<file path="src/rtl/fpu_arbiter.sv">
// fpu_arbiter: shares one start/done FPU among NUM_REQ requesters.
//
// Requesters are granted in round-robin order, one operation at a time.
// Each accepted operation runs IDLE -> START -> WAIT -> RESP -> IDLE, and the
// result is returned only to the requester that was granted.
//
// Optional feature macro: FPU_TIMEOUT_EN
//   When defined, a WAIT-state watchdog ends an operation after TIMEOUT_CYCLES
//   cycles without fpu_done. The operation then completes with rsp_error=1 and
//   rsp_result=0. The next fpu_done, which belongs to the abandoned operation,
//   is discarded.
//   When undefined, rsp_error is tied to 0 and WAIT waits for fpu_done indefinitely.
//
// Ports:
//   clock, reset_n         clock (rising edge), asynchronous active-low reset
//   req_valid/req_ready    per-requester handshake; req_ready is one-hot, IDLE only
//   req_a/req_b/req_op     packed operands and opcode, slice i = requester i
//   rsp_valid              one-cycle pulse to the owner of the operation
//   rsp_result/rsp_error   result and watchdog flag, valid with rsp_valid
//   busy, grant_id         state != IDLE, current/last owner index
//   fpu_start              one-cycle start pulse to the FPU
//   fpu_a/fpu_b/fpu_op     registered operands, stable from START through RESP
//   fpu_done/fpu_result    FPU completion pulse and its result
module fpu_arbiter #(
    parameter int NUM_REQ        = 4,
    parameter int DATA_WIDTH     = 32,
    parameter int OP_WIDTH       = 3,
    parameter int TIMEOUT_CYCLES = 255
) (
    input  logic                           clock,
    input  logic                           reset_n,
    input  logic [NUM_REQ-1:0]             req_valid,
    output logic [NUM_REQ-1:0]             req_ready,
    input  logic [NUM_REQ*DATA_WIDTH-1:0]  req_a,
    input  logic [NUM_REQ*DATA_WIDTH-1:0]  req_b,
    input  logic [NUM_REQ*OP_WIDTH-1:0]    req_op,
    output logic [NUM_REQ-1:0]             rsp_valid,
    output logic [DATA_WIDTH-1:0]          rsp_result,
    output logic                           rsp_error,
    output logic                           busy,
    output logic [$clog2(NUM_REQ)-1:0]     grant_id,
    output logic                           fpu_start,
    output logic [DATA_WIDTH-1:0]          fpu_a,
    output logic [DATA_WIDTH-1:0]          fpu_b,
    output logic [OP_WIDTH-1:0]            fpu_op,
    input  logic                           fpu_done,
    input  logic [DATA_WIDTH-1:0]          fpu_result
);
    localparam int IDX_W = $clog2(NUM_REQ);

    typedef enum logic [1:0] {IDLE, START, WAIT, RESP} state_t;

    state_t                state_q;
    state_t                state_d;
    logic [IDX_W-1:0]      rr_ptr_q;
    logic [IDX_W-1:0]      win_idx;
    logic                  win_found;
    logic                  accept;
    logic                  done_eff;
    logic                  timeout;
    logic [DATA_WIDTH-1:0] sel_a;
    logic [DATA_WIDTH-1:0] sel_b;
    logic [OP_WIDTH-1:0]   sel_op;

    // Round-robin search: indices above the pointer first, then wrap to the
    // indices at or below it, so the last owner has the lowest priority.
    always_comb begin
        win_found = 1'b0;
        win_idx   = '0;
        for (int i = 0; i < NUM_REQ; i++) begin
            if (!win_found && req_valid[i] && (i > int'(rr_ptr_q))) begin
                win_found = 1'b1;
                win_idx   = IDX_W'(i);
            end
        end
        for (int i = 0; i < NUM_REQ; i++) begin
            if (!win_found && req_valid[i] && (i <= int'(rr_ptr_q))) begin
                win_found = 1'b1;
                win_idx   = IDX_W'(i);
            end
        end
    end

    always_comb begin
        sel_a  = '0;
        sel_b  = '0;
        sel_op = '0;
        for (int i = 0; i < NUM_REQ; i++) begin
            if (win_idx == IDX_W'(i)) begin
                sel_a  = req_a[i*DATA_WIDTH +: DATA_WIDTH];
                sel_b  = req_b[i*DATA_WIDTH +: DATA_WIDTH];
                sel_op = req_op[i*OP_WIDTH +: OP_WIDTH];
            end
        end
    end

    assign accept = (state_q == IDLE) && win_found;

    // req_ready is gated by reset_n so every output reads 0 while reset is held,
    // even with requesters still asserting valid.
    always_comb begin
        req_ready = '0;
        if (accept && reset_n) begin
            req_ready[win_idx] = 1'b1;
        end
    end

`ifdef FPU_TIMEOUT_EN
    localparam int CNT_W = $clog2(TIMEOUT_CYCLES + 1);

    logic [CNT_W-1:0] wait_cnt_q;
    logic             stale_q;
    logic             err_q;

    // A done that arrives after a timeout belongs to the abandoned operation.
    assign done_eff  = fpu_done && !stale_q;
    assign timeout   = (state_q == WAIT) && !done_eff &&
                       (wait_cnt_q == CNT_W'(TIMEOUT_CYCLES - 1));
    assign rsp_error = (state_q == RESP) && err_q;

    always_ff @(posedge clock or negedge reset_n) begin
        if (!reset_n) begin
            wait_cnt_q <= '0;
            stale_q    <= 1'b0;
            err_q      <= 1'b0;
        end else begin
            if (state_q == START) begin
                wait_cnt_q <= '0;
            end else if (state_q == WAIT) begin
                wait_cnt_q <= wait_cnt_q + 1'b1;
            end
            if (timeout) begin
                stale_q <= 1'b1;
            end else if (fpu_done) begin
                stale_q <= 1'b0;
            end
            if (state_q == WAIT) begin
                err_q <= timeout;
            end
        end
    end
`else
    assign done_eff  = fpu_done;
    assign timeout   = 1'b0;
    assign rsp_error = 1'b0;
`endif

    always_ff @(posedge clock or negedge reset_n) begin
        if (!reset_n) begin
            state_q <= IDLE;
        end else begin
            state_q <= state_d;
        end
    end

    always_comb begin
        state_d = state_q;
        case (state_q)
            IDLE:    if (accept) state_d = START;
            START:   state_d = WAIT;
            WAIT:    if (done_eff || timeout) state_d = RESP;
            RESP:    state_d = IDLE;
            default: state_d = IDLE;
        endcase
    end

    assign fpu_start = (state_q == START);
    assign busy      = (state_q != IDLE);

    always_comb begin
        rsp_valid = '0;
        if (state_q == RESP) begin
            rsp_valid[grant_id] = 1'b1;
        end
    end

    always_ff @(posedge clock or negedge reset_n) begin
        if (!reset_n) begin
            rr_ptr_q   <= IDX_W'(NUM_REQ - 1);
            grant_id   <= '0;
            fpu_a      <= '0;
            fpu_b      <= '0;
            fpu_op     <= '0;
            rsp_result <= '0;
        end else begin
            if (accept) begin
                rr_ptr_q <= win_idx;
                grant_id <= win_idx;
                fpu_a    <= sel_a;
                fpu_b    <= sel_b;
                fpu_op   <= sel_op;
            end
            if (state_q == WAIT) begin
                if (done_eff) begin
                    rsp_result <= fpu_result;
                end else if (timeout) begin
                    rsp_result <= '0;
                end
            end
        end
    end

endmodule

</file>
<file path="config.mk">
export PLATFORM = sky130hd
export DESIGN_NAME = fpu_arbiter
export DESIGN_NICKNAME = d
export VERILOG_FILES = /design/src/rtl/fpu_arbiter.sv
export SDC_FILE = /design/constraint.sdc
export NUM_CORES = 1
export LEC_CHECK = 0
export ABC_AREA = 1
export CORE_AREA = 2 2 162 164
export CTS_CLUSTER_DIAMETER = 120
export CTS_CLUSTER_SIZE = 24
export DETAILED_ROUTE_END_ITERATION = 10
export DIE_AREA = 0 0 164 166
export HOLD_SLACK_MARGIN = 0.02
export SLEW_MARGIN = 0
export SYNTH_ARGS = -nofsm -noshare
export SYNTH_HDL_FRONTEND = slang
export SYNTH_SLANG_ARGS = --single-unit
</file>
<file path="constraint.sdc">
create_clock -name clock -period 5.05 [get_ports clock]
set_input_delay 0.7575 -clock clock [delete_from_list [all_inputs] [get_ports clock]]
set_output_delay 0.7575 -clock clock [all_outputs]
set_load 0.01 [all_outputs]
</file>
* Word level (Yosys, flattened, before mapping)
Cells that the tools add are included.
Word-level totals: register bits 105, input bits 307, output and inout bits 112, logic and storage cells 87
Cells by class: magnitude comparators 10, equal/unequal tests 8, mux-type cells 35, reduce and logical (&&, ||, !) cells 27
Operator list (count):
- $mux W32 | 8
- $logic_and A1 B1 Y1 | 16
- $mux W2 | 8
- $mux W3 | 4
- $mux W1 | 10
- $eq A2 B2 Y1 const B | 4
- $mux W4 | 2
- $pmux W2 S4 | 1
- $logic_not A1 Y1 | 6
- $lt A2 B3 Y1 const B | 2
- $demux W1 S2 | 2
- $eq A2 B1 Y1 const B | 2
- $ge A2 B1 Y1 const B | 2
- $gt A2 B2 Y1 const A | 2
- $le A2 B2 Y1 const A | 2
- $logic_not A2 Y1 | 2
- $ne A2 B2 Y1 const B | 2
- $reduce_and A2 Y1 | 2
- $gt A1 B2 Y1 const A | 1
- $le A1 B2 Y1 const A | 1
- $reduce_bool A2 Y1 | 1

* Logic depth before layout (Yosys ltp)
word-level depth 31, depth in mapped cells 13, depth with buffers taken out 12

* Worst setup path after synthesis
Ideal clock, no wire load.
path kind input to output, start in req_valid[1], end out req_ready[2], data arrival time 1.900 ns, required time 4.293 ns, slack 2.392 ns, stages 8, buffers on the path 3, path through nor2_1 -> nand4_1 -> nor2_1 -> nor2_2 -> buf_6 -> buf_6 -> buf_4 -> nor3_1
On the way: cells in the longest elaborated chain, start to end 30, elaborated cells between the ends (all ways) 40, those cells by class order compare: 2; mux: 17; reduce/logical: 21
Ends and longest elaborated chain:
- start: declaration | RTL line 32 | input logic [NUM_REQ-1:0] req_valid,
- $logic_and A1 B1 Y1 | RTL line 71 | if (!win_found && req_valid[i] && (i > int'(rr_ptr_q))) begin
- $mux W1 | RTL line 71
- $logic_not A1 Y1 | RTL line 71
- $logic_and A1 B1 Y1 (2 in a row) | RTL line 71
- $mux W1 | RTL line 71
- $logic_not A1 Y1 | RTL line 71
- $logic_and A1 B1 Y1 (2 in a row) | RTL line 71
- $mux W1 | RTL line 71
- (+11 left out)
- $logic_not A1 Y1 | RTL line 77 | if (!win_found && req_valid[i] && (i <= int'(rr_ptr_q))) begin
- $logic_and A1 B1 Y1 (2 in a row) | RTL line 77
- $mux W2 | RTL line 77
- $lt A2 B3 Y1 (implied by the code) / $ge A2 B1 Y1 (equally long branches) | RTL line 104 | req_ready[win_idx] = 1'b1;
- $logic_and A1 B1 Y1 (implied by the code) | RTL line 104
- $mux W1 (implied by the code) | RTL line 104
- $demux W1 S2 | RTL line 104
- $mux W4 * | RTL line 103 | if (accept && reset_n) begin
- end: declaration | RTL line 33 | output logic [NUM_REQ-1:0] req_ready,
Mark *: on every way between the ends. The rest lies on a longest branch, timed or not.

* Worst setup path after layout
start in req_valid[3], end out req_ready[0]
On the way: cells in the longest elaborated chain, start to end 23, elaborated cells between the ends (all ways) 31, those cells by class order compare: 2; mux: 13; reduce/logical: 16
Ends and longest elaborated chain (RTL line):
- $logic_and A1 B1 Y1 (2 in a row) | 71
- $mux W1 | 71
- $logic_not A1 Y1 | 77
- $logic_and A1 B1 Y1 | 77
- $mux W1 | 77
- $logic_not A1 Y1 | 77
- $logic_and A1 B1 Y1 (2 in a row) | 77
- $mux W1 | 77
- (+4 left out)
- $logic_not A1 Y1 | 77
- $logic_and A1 B1 Y1 (2 in a row) | 77
- $mux W2 | 77
- $lt A2 B3 Y1 (implied by the code) / $ge A2 B1 Y1 (equally long branches) | 104
- $logic_and A1 B1 Y1 (implied by the code) | 104
- $mux W1 (implied by the code) | 104
- $demux W1 S2 | 104
- $mux W4 * | 103
Marked as above.

==> impl_results.md <==
* Status: complete, no violations
* Seq/Total Area, Yosys at 0.394
* Syn Std Cell Area at 0.00668 mm^2
* TNS Setup at 0 ns
* Number of global-route vias before repair at 7379
* Reg2reg setup slack at 2.18 ns
* Diodes inserted at 0
* Synthesized instance count at 910
* Die Width at 164 um
* Slew @ Worst Pin at 0.979 ns
* Clk buf depth at 2
* Final setup violation count at 0
* GRT Overall Usage at 0.203
* Ports at 419
* Worst Hold Class: in -> async
* WL per Instance at 18.1 um
* P per Cell Area at 542 mW/mm^2
* Post-CTS Setup Inserts at 0
* DRC viols at 0
* Ys Warns at 0
* R2R depth at 10
* Period utilization at 0.685
* Nets at 1581
* Die area at 0.0272 mm^2
* Syn Nets at 1222
* Worst Setup Start Kind: primary input
* Netlist cell types at 27
* Root Buffer: clkbuf_16
* Fraction of layout cells with a size suffix above 1 at 0.0699
* RePlAce Congestion at 0.869
* Pwr Total at 6.12 mW
* Mean Syn Cell Area at 7.34 um^2
* Setup Skew at 0.0165 ns
* Clk_lat worst skew at 0.36 ns
* Initial antenna violation count at 1
* Leak at 4.68 nW
* RSZ-0062 raised after global routing: no
* Gr ovfl total at 0
* Ys flop type: dfrtp_1
* DR pass1 iterations at 5
* Post-CTS Hold Buffers at 0
* Clock Sink Count at 105
* Worst Path Required at 4.29 ns
* Max Freq at 289 MHz
* Crit-path max FO at 5
* Port bufs at 417
* Synth-to-layout area growth at 69.1%
* Largest net degree at the start of global routing at 135
* Initial Utilization at 0.261
* Synthesized flop and latch total at 105
* Minimum clock period at 3.46 ns
* Slew headroom at 0.347
* Htree depth at 3
* First-pass GRT wire length at 42.7 mm
* CTS clk-pin slew, worst paths at 0.09 ns
* Final Max Tran Viols at 0
* Core Region at 0.0256 mm^2
* CP arrival at 2.70 ns
* Ys async rst share at 1.00
* DR iter-0 viols at 530
* CTS tree: done
* Crit end category: output pin
* Maximum vdd drop at 0.291 mV
* Routed wire length at 29.1 mm
* Number of CTS-inserted buffers at 9
* Max-cap violations at 0
* Routed vias at 7895
* Antenna-violating nets left at 0
* Post_cts resized at 0
* Row cnt at 59
* Via/cell ratio at 4.91
* WS Path Type: in -> out
* Post-DP HPWL at 20.7 mm
* EDFF count, synth at 0
* Die span in y at 166 um
* Final Hold Violating Endpoints at 0
==> placed cells by master, fill, tap and decap left out, types with 9 or more instances in the layout <==
cell type | netlist | layout
clkdlybuf4s50_1 | 0 | 416
nand3_1 | 252 | 252
nor2_1 | 177 | 177
nand2_1 | 114 | 113
dfrtp_1 | 103 | 103
nand4_1 | 59 | 59
inv_1 | 35 | 35
mux2_2 | 32 | 32
nand3_2 | 17 | 17
buf_4 | 4 | 12
o21ai_1 | 10 | 10
clkbuf_16 | 0 | 9
==> cell usage after synthesis (3+ instances only) <==
| master | number | area (um^2) |
|---|---|---|
| buf_2 | 40 | 200 |
| nor2_1 | 177 | 664 |
| buf_4 | 4 | 30.0 |
| clkbuf_1 | 26 | 97.6 |
| o21ai_0 | 5 | 25.0 |
| mux2_2 | 32 | 360 |
| nand3_1 | 252 | 1260 |
| o21ai_1 | 10 | 50.1 |
| nor3_1 | 8 | 40.0 |
| buf_1 | 6 | 22.5 |
| ha_1 | 5 | 62.6 |
| buf_6 | 3 | 33.8 |
| inv_1 | 35 | 131 |
| nand3_2 | 17 | 170 |
| nand4_1 | 59 | 369 |
| dfrtp_1 | 103 | 2580 |
| nand2_1 | 114 | 428 |
==> stage by stage <==
step,hold slack (ns),setup WS (ns),std cells,instance area (um^2),util
2_1_floorplan,0.451,2.39,910,6680,-
3_3_place_gp,0.464,1.55,1593,11000,0.429
3_5_place_dp,0.464,1.49,1593,11000,0.429
4_1_cts,0.406,1.60,1609,11300,0.441
5_1_grt,0.436,1.44,1609,11300,0.441
6_report,0.387,1.59,1609,11300,0.441
==> flip-flops by register name, indices dropped and copies added, names as in the netlist <==
name	flops
fpu_op	3
state_q	2
fpu_b	32
grant_id	2
fpu_a	32
rsp_result	32
rr_ptr_q	2
==> metal layers <==
metal / wire, um / up-vias / part of all wire / track usage
li1: - / 3794 / - / -
met1: 11400 / 3691 / 0.39 / 0.240
met2: 14500 / 370 / 0.50 / 0.360
met3: 2550 / 40 / 0.088 / 0.0542
met4: 595 / 0 / 0.020 / 0.0530
met5: 0 / - / 0 / 0
==> cells by family (layout without fill, tap and decap cells) <==
group                    Yosys count  after routing  share of synthesized area
adder cells (fa/ha/maj)            5              5                    0.00937
flip-flops                       105            105                      0.394
AND/OR/NAND/NOR                  631            631                      0.444
multiplexers                      32             32                     0.0540
buffers and inverters            119            483                     0.0849
other                              1              1                   0.000561
AO/OA/AOI/OAI                     17             17                     0.0139
==> final cells by class <==
cell class                 count  area (um^2)
inverter                      37          139
timing repair buffer         430         4290
sequential                   105         2630
tap                          335          419
clock buffer                   9          225
fill                        2597        14300
multi-input combinational    686         3500
clock inverter                 7         85.1
==> power by group <==
| group | switching [mW] | internal (mW) |
|---|---|---|
| Sequential | 0.246 | 1.29 |
| Clock | 0.381 | 0.355 |
| Combinational | 2.13 | 1.72 |
==> final timing paths <==
check / start / end
hold reg to reg: rr_ptr_q[0] / rr_ptr_q[0]
min in group clock: rr_ptr_q[0] / rr_ptr_q[0]
max in group asynchronous: reset_n / fpu_a[19]
setup / recovery: req_valid[3] / req_ready[0]
setup reg to reg: rr_ptr_q[1] / fpu_op[0]
hold / removal: reset_n / fpu_b[3]
==> critical path, cell delays in order <==
cell,delay [ns]
clkdlybuf4s50_1,0.58
nand2_1,0.12
nand4_1,0.12
inv_1,0.11
a21oi_4,0.14
nand2_1,0.11
nor3_1,0.19
clkdlybuf4s50_1,0.57
Note: power is estimated with default switching activity, not from simulation.
